===== config.mk =====
export PLATFORM = sky130hd
export DESIGN_NAME = drc_pxl_fmt_ctrl_flat
export DESIGN_NICKNAME = d
export VERILOG_FILES = /design/src/rtl/drc_pxl_pkg.sv /design/src/rtl/drc_pxl_fmt_ctrl_if.sv /design/src/rtl/drc_pxl_out_reg.sv /design/src/rtl/drc_pxl_fmt_ctrl.sv /design/src/flat_wrapper.sv
export SDC_FILE = /design/constraint.sdc
export NUM_CORES = 1
export LEC_CHECK = 0
export ABC_AREA = 1
export ABC_CLOCK_PERIOD_IN_PS = 1200
export CAP_MARGIN = 20
export CORE_ASPECT_RATIO = 0.6
export CORE_MARGIN = 2
export CORE_UTILIZATION = 42
export CTS_CLUSTER_SIZE = 12
export DETAILED_ROUTE_END_ITERATION = 16
export GPL_ROUTABILITY_DRIVEN = 0
export PLACE_DENSITY = 0.78
export SYNTH_ARGS = -nofsm -noshare
export SYNTH_HDL_FRONTEND = slang
export SYNTH_SLANG_ARGS = --single-unit

===== constraint.sdc =====
create_clock -name clk -period 1.2 [get_ports clk]
set_input_delay 0.24 -clock clk [delete_from_list [all_inputs] [get_ports clk]]
set_output_delay 0.24 -clock clk [all_outputs]
set_load 0.02 [all_outputs]

===== src/rtl/drc_pxl_pkg.sv =====
// Shared types and constants for the DVP RX pixel format controller.
// State encoding, mode constants and fixed pixel widths.
package drc_pxl_pkg;

  localparam int RGB_PXL_W = 16;
  localparam int GS_PXL_W  = 8;

  localparam logic MODE_RGB  = 1'b0;
  localparam logic MODE_GRAY = 1'b1;

  typedef enum logic [1:0] {
    ST_IDLE,
    ST_RGB,
    ST_GRAY_LO,
    ST_GRAY_HI
  } state_e;

endpackage


===== src/rtl/drc_pxl_fmt_ctrl_if.sv =====
// Pixel-in / word-out stream bundle of the format controller.
// Signal suffixes are from the controller's point of view.
interface drc_pxl_fmt_ctrl_if;
  import drc_pxl_pkg::*;

  logic [RGB_PXL_W-1:0] rgb_pxl_i;
  logic                 rgb_pxl_last_i;
  logic                 rgb_pxl_vld_i;
  logic                 rgb_pxl_rdy_o;
  logic [RGB_PXL_W-1:0] out_dat_o;
  logic                 out_last_o;
  logic                 out_vld_o;
  logic                 out_rdy_i;

  modport slave (
    input  rgb_pxl_i,
    input  rgb_pxl_last_i,
    input  rgb_pxl_vld_i,
    output rgb_pxl_rdy_o,
    output out_dat_o,
    output out_last_o,
    output out_vld_o,
    input  out_rdy_i
  );

  modport master (
    output rgb_pxl_i,
    output rgb_pxl_last_i,
    output rgb_pxl_vld_i,
    input  rgb_pxl_rdy_o,
    input  out_dat_o,
    input  out_last_o,
    input  out_vld_o,
    output out_rdy_i
  );

endinterface


===== src/rtl/drc_pxl_out_reg.sv =====
// Single-entry valid/ready output slice (data + last).
// Reload on drain gives full throughput with no bubble.
module drc_pxl_out_reg #(
  parameter int W = 17
) (
  input  logic         clk,
  input  logic         rst,
  input  logic         load_i,
  input  logic [W-1:0] dat_i,
  input  logic         rdy_i,
  output logic         vld_o,
  output logic [W-1:0] dat_o,
  output logic         rdy_o
);

  logic         vld_q, vld_d;
  logic [W-1:0] dat_q, dat_d;

  always_comb begin
    vld_d = vld_q & ~rdy_i;
    dat_d = dat_q;
    if (load_i) begin
      vld_d = 1'b1;
      dat_d = dat_i;
    end
  end

  always_ff @(posedge clk or posedge rst) begin
    if (rst) begin
      vld_q <= 1'b0;
      dat_q <= '0;
    end else begin
      vld_q <= vld_d;
      dat_q <= dat_d;
    end
  end

  assign vld_o = vld_q;
  assign dat_o = dat_q;
  assign rdy_o = ~vld_q | rdy_i;

endmodule


===== src/rtl/drc_pxl_fmt_ctrl.sv =====
// Frame-aligned RGB565 / packed-gray output format controller.
// Mode is latched on the first accepted pixel of each frame.
module drc_pxl_fmt_ctrl
  import drc_pxl_pkg::*;
#(
  parameter int FRM_CNT_W = 16
) (
  input  logic                 clk,
  input  logic                 rst,
  input  logic                 cfg_gray_en_i,
  output logic                 cfg_mode_o,
  output logic [FRM_CNT_W-1:0] frm_cnt_o,
  output logic [RGB_PXL_W-1:0] cvt_rgb_o,
  input  logic [GS_PXL_W-1:0]  cvt_gs_i,
  drc_pxl_fmt_ctrl_if.slave    px
);

  state_e               state_q, state_d;
  logic                 mode_q, mode_d;
  logic [GS_PXL_W-1:0]  hold_q, hold_d;
  logic [FRM_CNT_W-1:0] cnt_q, cnt_d;

  logic                 rdy;
  logic                 acc;
  logic                 lst;
  logic                 emit;
  logic [RGB_PXL_W-1:0] e_dat;
  logic                 e_last;
  logic [RGB_PXL_W:0]   o_word;

  assign acc = px.rgb_pxl_vld_i & rdy;
  assign lst = px.rgb_pxl_last_i;

  always_comb begin
    state_d = state_q;
    mode_d  = mode_q;
    hold_d  = hold_q;
    cnt_d   = cnt_q;
    emit    = 1'b0;
    e_dat   = px.rgb_pxl_i;
    e_last  = lst;
    if (acc) begin
      if (lst) cnt_d = cnt_q + FRM_CNT_W'(1);
      unique case (state_q)
        ST_IDLE: begin
          mode_d = cfg_gray_en_i;
          if (cfg_gray_en_i == MODE_RGB) begin
            emit    = 1'b1;
            state_d = lst ? ST_IDLE : ST_RGB;
          end else if (lst) begin
            emit  = 1'b1;
            e_dat = {8'h00, cvt_gs_i};
          end else begin
            hold_d  = cvt_gs_i;
            state_d = ST_GRAY_HI;
          end
        end
        ST_RGB: begin
          emit    = 1'b1;
          state_d = lst ? ST_IDLE : ST_RGB;
        end
        ST_GRAY_HI: begin
          emit    = 1'b1;
          e_dat   = {cvt_gs_i, hold_q};
          state_d = lst ? ST_IDLE : ST_GRAY_LO;
        end
        ST_GRAY_LO: begin
          if (lst) begin
            emit    = 1'b1;
            e_dat   = {8'h00, cvt_gs_i};
            state_d = ST_IDLE;
          end else begin
            hold_d  = cvt_gs_i;
            state_d = ST_GRAY_HI;
          end
        end
        default: state_d = ST_IDLE;
      endcase
    end
  end

  always_ff @(posedge clk or posedge rst) begin
    if (rst) begin
      state_q <= ST_IDLE;
      mode_q  <= MODE_RGB;
      hold_q  <= '0;
      cnt_q   <= '0;
    end else begin
      state_q <= state_d;
      mode_q  <= mode_d;
      hold_q  <= hold_d;
      cnt_q   <= cnt_d;
    end
  end

  drc_pxl_out_reg #(.W(RGB_PXL_W + 1)) u_out (
    .clk    (clk),
    .rst    (rst),
    .load_i (emit),
    .dat_i  ({e_dat, e_last}),
    .rdy_i  (px.out_rdy_i),
    .vld_o  (px.out_vld_o),
    .dat_o  (o_word),
    .rdy_o  (rdy)
  );

  assign px.out_dat_o     = o_word[RGB_PXL_W:1];
  assign px.out_last_o    = o_word[0];
  assign px.rgb_pxl_rdy_o = rdy;
  assign cvt_rgb_o        = px.rgb_pxl_i;
  assign cfg_mode_o       = mode_q;
  assign frm_cnt_o        = cnt_q;

endmodule


===== src/flat_wrapper.sv =====
// flat-port wrapper written by rule: the top's interface ports become plain ports
module drc_pxl_fmt_ctrl_flat import drc_pxl_pkg::*;
#(
  parameter int FRM_CNT_W = 16
)
  (clk, rst, cfg_gray_en_i, cfg_mode_o, frm_cnt_o, cvt_rgb_o, cvt_gs_i, px_rgb_pxl_i, px_rgb_pxl_last_i, px_rgb_pxl_vld_i, px_rgb_pxl_rdy_o, px_out_dat_o, px_out_last_o, px_out_vld_o, px_out_rdy_i);
  drc_pxl_fmt_ctrl_if px_i ();
  input  logic clk;
  input  logic rst;
  input  logic cfg_gray_en_i;
  output logic cfg_mode_o;
  output logic [FRM_CNT_W-1:0] frm_cnt_o;
  output logic [RGB_PXL_W-1:0] cvt_rgb_o;
  input  logic [GS_PXL_W-1:0] cvt_gs_i;
  input wire logic [$bits(px_i.rgb_pxl_i)-1:0] px_rgb_pxl_i;
  input wire logic [$bits(px_i.rgb_pxl_last_i)-1:0] px_rgb_pxl_last_i;
  input wire logic [$bits(px_i.rgb_pxl_vld_i)-1:0] px_rgb_pxl_vld_i;
  output wire logic [$bits(px_i.rgb_pxl_rdy_o)-1:0] px_rgb_pxl_rdy_o;
  output wire logic [$bits(px_i.out_dat_o)-1:0] px_out_dat_o;
  output wire logic [$bits(px_i.out_last_o)-1:0] px_out_last_o;
  output wire logic [$bits(px_i.out_vld_o)-1:0] px_out_vld_o;
  input wire logic [$bits(px_i.out_rdy_i)-1:0] px_out_rdy_i;
  assign px_i.rgb_pxl_i = px_rgb_pxl_i;
  assign px_i.rgb_pxl_last_i = px_rgb_pxl_last_i;
  assign px_i.rgb_pxl_vld_i = px_rgb_pxl_vld_i;
  assign px_rgb_pxl_rdy_o = px_i.rgb_pxl_rdy_o;
  assign px_out_dat_o = px_i.out_dat_o;
  assign px_out_last_o = px_i.out_last_o;
  assign px_out_vld_o = px_i.out_vld_o;
  assign px_i.out_rdy_i = px_out_rdy_i;
  drc_pxl_fmt_ctrl #(.FRM_CNT_W(FRM_CNT_W)) u_core (.clk(clk), .rst(rst), .cfg_gray_en_i(cfg_gray_en_i), .cfg_mode_o(cfg_mode_o), .frm_cnt_o(frm_cnt_o), .cvt_rgb_o(cvt_rgb_o), .cvt_gs_i(cvt_gs_i), .px(px_i));
endmodule

# Word-level counts from Yosys, hierarchy flattened
# Index checks and enable logic that the tools add are counted.
totals:
  register_bits: 45
  latchBits: 0
  ram_bits: 0
  romBits: 0
  in_bits: 30
  output_inout_bits: 52
  word_cells: 42
  n_memories: 0
classes:
  n_addsub: 1
  mul: 0
  div_mod_pow: 0
  n_lt_le_gt_ge: 0
  n_eq_ne: 5
  shift: 0
  n_mux: 18
  bitwise_logic: 5
  reduce_logical: 7
ops:
  columns: ["operator", "n"]
  rows:
  - ["$mux 16", 3]
  - ["$pmux 16 s3", 1]
  - ["$add 16x1->16 const B", 1]
  - ["$mux 8", 2]
  - ["$pmux 8 s2", 1]
  - ["$mux 2", 4]
  - ["$pmux 2 s4", 1]
  - ["$reduce_and 2->1", 3]
  - ["$mux 1", 5]
  - ["$eq 2x2->1 const B", 2]
  - ["$ne 3x3->1 const B", 1]
  - ["$pmux 1 s3", 1]
  - ["$reduce_and 3->1", 1]
  - ["$and 1x1->1", 2]
  - ["$eq 2x1->1 const B", 1]
  - ["$logic_not 2->1", 1]
  - ["$ne 2x2->1 const B", 1]
  - ["$not 1->1", 2]
  - ["$reduce_bool 2->1", 1]
  - ["$reduce_or 2->1", 1]
  - ["$or 1x1->1", 1]

# Longest topological paths before layout
depth:
  ltp_word: 5
  depth_mapped: 10
  ltp_nobuf: 9

# Cells and area by module
# A second synthesis with hierarchy kept.
unflattened:
  cells_unflattened: 320
  hier_area_um2: 2514.9
by_module_without_submodules:
  columns: ["mod", "n_inst", "cells_per_inst", "area_each_um2", "seq_area_each_um2"]
  rows:
  - ["drc_pxl_fmt_ctrl", 1, 243, 1799.2, 675.6]
  - ["drc_pxl_out_reg", 1, 77, 715.7, 450.4]

# Least setup slack after synthesis
# Ideal clock, no wire load.
synth_timing:
  kind: "register to register"
  start: "reg u_core.u_out.vld_q (netlist: u_core.u_out.vld_o)"
  end: "reg u_core.u_out.dat_q[12] (netlist: u_core.u_out.dat_o[12])"
  setup_ns: 0.077
  t_arrival_ns: 1.469
  required_ns: 1.123
  slack_ns: -0.346
  path_stages_with_launch: 9
  path_buffers: 1
  period_less_slack_ns: 1.546
  cell_sequence: "dfrtp_1 nand2_1 nand2_2 inv_1 nand2_4 inv_2 buf_6 nor2_1 a21oi_1"
synth_via:
  elab_chain_len: 4
  word_cells_on_any_way: 5
  classes_between: "mux (2); bitwise (3)"
synth_lines:
  columns: ["item", "line_no", "rtl"]
  rows:
  - ["start, declared", "drc_pxl_out_reg.sv:16", "logic vld_q, vld_d;"]
  - ["start signal, assigned", "drc_pxl_out_reg.sv:33", "vld_q <= vld_d;"]
  - ["$not 1->1 (*)", "drc_pxl_out_reg.sv:40", "assign rdy_o = ~vld_q | rdy_i;"]
  - ["$or 1x1->1 (*)", "drc_pxl_out_reg.sv:40", null]
  - ["named net px_rgb_pxl_rdy_o", "flat_wrapper.sv:18", "output wire logic [$bits(px_i.rgb_pxl_rdy_o)-1:0] px_rgb_pxl_rdy_o;"]
  - ["$and 1x1->1 (*)", "drc_pxl_fmt_ctrl.sv:31", "assign acc = px.rgb_pxl_vld_i & rdy;"]
  - ["$mux 16 / $mux 1 (equally long branches)", "drc_pxl_fmt_ctrl.sv:42", "if (acc) begin"]
  - ["end signal, assigned", "drc_pxl_out_reg.sv:34", "dat_q <= dat_d;"]
  - ["end, declared", "drc_pxl_out_reg.sv:17", "logic [W-1:0] dat_q, dat_d;"]
# Mark *: on every way through the listed nets, which the timed path passes. The rest lies on a longest branch.
# A chain may end at the register's enable or synchronous reset.

# Worst setup path in the final report
layout_timing:
  start: "reg u_core.state_q[0]"
  end: "reg u_core.u_out.dat_q[3] (netlist: u_core.u_out.dat_o[3])"
layout_via:
  elab_chain_len: 4
  word_cells_on_any_way: 9
  classes_between: "eq/ne (3); mux (4); reduce/logical (2)"
layout_lines:
  columns: ["item", "line_no", "rtl"]
  rows:
  - ["start, declared", "drc_pxl_fmt_ctrl.sv:18", "state_e state_q, state_d;"]
  - ["start signal, assigned", "drc_pxl_fmt_ctrl.sv:89", "state_q <= state_d;"]
  - ["$eq 2x1->1 / $eq 2x2->1 (equally long branches)", "drc_pxl_fmt_ctrl.sv:44", "unique case (state_q)"]
  - ["$reduce_or 2->1 (no line)", null, null]
  - ["$pmux 1 s3", "drc_pxl_fmt_ctrl.sv:44", null]
  - ["$mux 1", "drc_pxl_fmt_ctrl.sv:42", null]
# Several ways; a longest one is shown, not always the timed one.

==> flow_summary.yaml <==
run_status:
  status: "finished with violations"
  violations: "negative setup slack"
worst_setup_path:
  cp_top_family: "simple AND/OR/NAND/NOR gates"
  critPathMaxStageDelay_ps: 430
  path_cells: "inv_1 -> nor2_2 -> nor2_4 -> or2_2 -> nand3_2 -> nand2_1"
  cpMaxStageDelayCell: "dfrtp_2"
  worstSetupPathType: "reg2reg"
  crit_path_end_kind: "flop"
  crit_path_max_fanout: 5
  cp-start-kind: "flop"
  path_buf_inv: 1
  r2r_cells: 6
  cp_data_required_time_ps: 1410
  cp.arrival_ps: 1550
  crit_cells: 6
clocking:
  clk_latency_ps: 310
  root_buffer: "clkbuf_8"
  cts_buffers: 5
  cts_tree: "yes"
  clockBufferDepth: 2
  cts_max_level: 2
  clock_sinks: 45
  cts.clk_slew.worst_paths_ps: 90
floorplan:
  initial_core_util: 0.4285
  design.portCount: 82
  die_area_sq_mm: 0.006784
  fp.dieW_um: 105.0
  row_count: 22
  coreArea_sq_mm: 0.006001
  die_h_um: 64.61
final_layout:
  fill_cells: 488
  num_antenna_cells: 0
  final_cell_area_sq_mm: 0.004283
  fin_cells: 585
  final_cell_mix: "nand2_1, buf_4, buf_2"
  nets: 531
  drive_gt1_frac: 0.4631
  mostFrequentLayoutCell: "nand2_1"
  syn_to_final_growth_pct: 66.57
global_route:
  grt_pass1_wl_um: 14160
  grtUsageTotal: 0.2674
  grt_max_degree: 22
  grt_pass1_vias: 2893
  antenna_found_initial: 0
  gr-total-overflow: 0
power_and_ir_drop:
  power_per_cell_area_mw_per_mm2: 1438
  finalPower_mw: 6.158
  vdd_ir_drop_max_uv: 904.2
  p_leak_nw: 2.094
synth:
  yosysTopAreaCell: "dfrtp_1"
  syn_avg_cell_area_sq_um: 7.243
  yosysSeqAreaShare: 0.4380
  yosysTopAreaCellShare: 0.4380
  syn_inst: 355
  synth_nets: 386
  ys_types: 24
  synthTopCellsByArea: "dfrtp_1, nand2_1, nor2_1, inv_1, o21ai_0"
  ys_ff_latch: 45
  syn_area_sq_mm: 0.002571
  yosysWarnings: 0
timing:
  finalClockSkew_ps: 9.478
  setup_viol: 44
  timing.slew.headroom: 0.8224
  layout_setup_ws_ps: -146.6
  rsz0062_at_grt: "yes"
  worstMarginPinSlew_ps: 266.1
  fmax_mhz: 742.6
  period_share: 1.122
  finalHoldViolCount: 0
  slew_viol_final: 0
  period_minus_slack_ps: 1347
route:
  drc: 0
  totalWireLength_um: 9097
  drtAntennaViolNets: 0
  routed_via_density: 5.063
  wl_per_cell_um: 15.55
  vias: 2962
  drt_iter0_drc: 318
  dr.pass1.iters: 6
placed_design:
  post_dp_cell_area_sq_mm: 0.003958
  dp.cells: 560
  dp_hpwl_um: 5871
  portBuffers: 81
worst_hold_path:
  hp-class: "in2async"
flow_run:
  max-cap-violations: 0
-- timing repair --
action,in CTS,in global routing
hold buffers,0,0
endpoints found under the setup margin,96,59
pin swaps,6,19
buffers inserted,5,9
gates cloned,3,1
gates resized for setup,243,76
-- area by class of cell --
class / count / area (sq um) / share of cell area
clock buffer: 7 / 76.32 / 0.01782
clock inverter: 1 / 7.507 / 0.001753
inverter: 40 / 183.9 / 0.04294
multi-input combinational: 249 / 1493 / 0.3485
sequential: 45 / 1140 / 0.2661
tap: 84 / 105.1 / 0.02454
timing repair buffer: 158 / 1269 / 0.2962
timing repair inverter: 1 / 8.758 / 0.002045
-- metal layers --
layer	track usage	up-vias	share of wire
li1	-	1382	-
met1	0.3701	1414	0.45
met2	0.4221	148	0.46
met3	0.05332	18	0.071
met4	0.09167	0	0.020
met5	0	-	0
-- power breakdown --
| group | leakage (nW) | total [mW] | switching (mW) | internal, mW |
|---|---|---|---|---|
| Combinational | 1.52 | 2.92 | 1.66 | 1.26 |
| Clock | 0.0385 | 0.971 | 0.557 | 0.414 |
| Sequential | 0.533 | 2.27 | 0.341 | 1.93 |
-- synthesized netlist by cell type (all sizes together) --
master,count
buf,21
nand3b,2
dfrtp,45
xnor2,3
nand3,12
ha,1
xor2,5
clkbuf,2
a21oi,24
or2,1
o21ai,27
nand4,2
nand2,118
nor2,51
inv,40
nor3,1
-- flip-flops by register name (all words and copies together), names as in the netlist --
name and count:
u_core.cfg_mode_o 1, u_core.frm_cnt_o 16, u_core.u_out.vld_o 1, u_core.u_out.dat_o 17, u_core.state_q 2, u_core.hold_q 8
-- worst paths after layout --
path,startpoint,to,slack [ps]
worst max-delay path,u_core.state_q[0],u_core.u_out.dat_o[3],-150
worst min-delay path,rst,u_core.hold_q[2],220
worst max register to register,u_core.state_q[0],u_core.u_out.dat_o[3],-150
worst min register to register,u_core.u_out.dat_o[3],u_core.u_out.dat_o[3],490
max in group asynchronous,rst,u_core.state_q[1],590
min in group clk,px_out_rdy_i,u_core.u_out.vld_o,370
-- cells by family (layout without fill, tap and decap cells) --
family / after synthesis / after routing / synth area share
flops: 45 / 45 / 0.4380
xor+xnor: 8 / 8 / 0.02725
compound gates: 51 / 51 / 0.09927
simple gates: 187 / 189 / 0.3056
buf+inv: 63 / 207 / 0.1251
fa+ha+maj: 1 / 1 / 0.004865
-- stage by stage --
step	util	setup TNS [ps]	setup slack (ps)	hold slack [ps]
3_3_place_gp	0.6595	-23870	-526.3	456.6
2_1_floorplan	-	-1395	-124.2	250.3
6_report	0.7137	-3882	-146.6	215.5
3_5_place_dp	0.6595	-25280	-526.7	471.0
5_1_grt	0.7137	-6834	-216.7	240.9
4_1_cts	0.6776	-2941	-124.3	219.9
No activity file was read; power rests on OpenSTA's default activity.
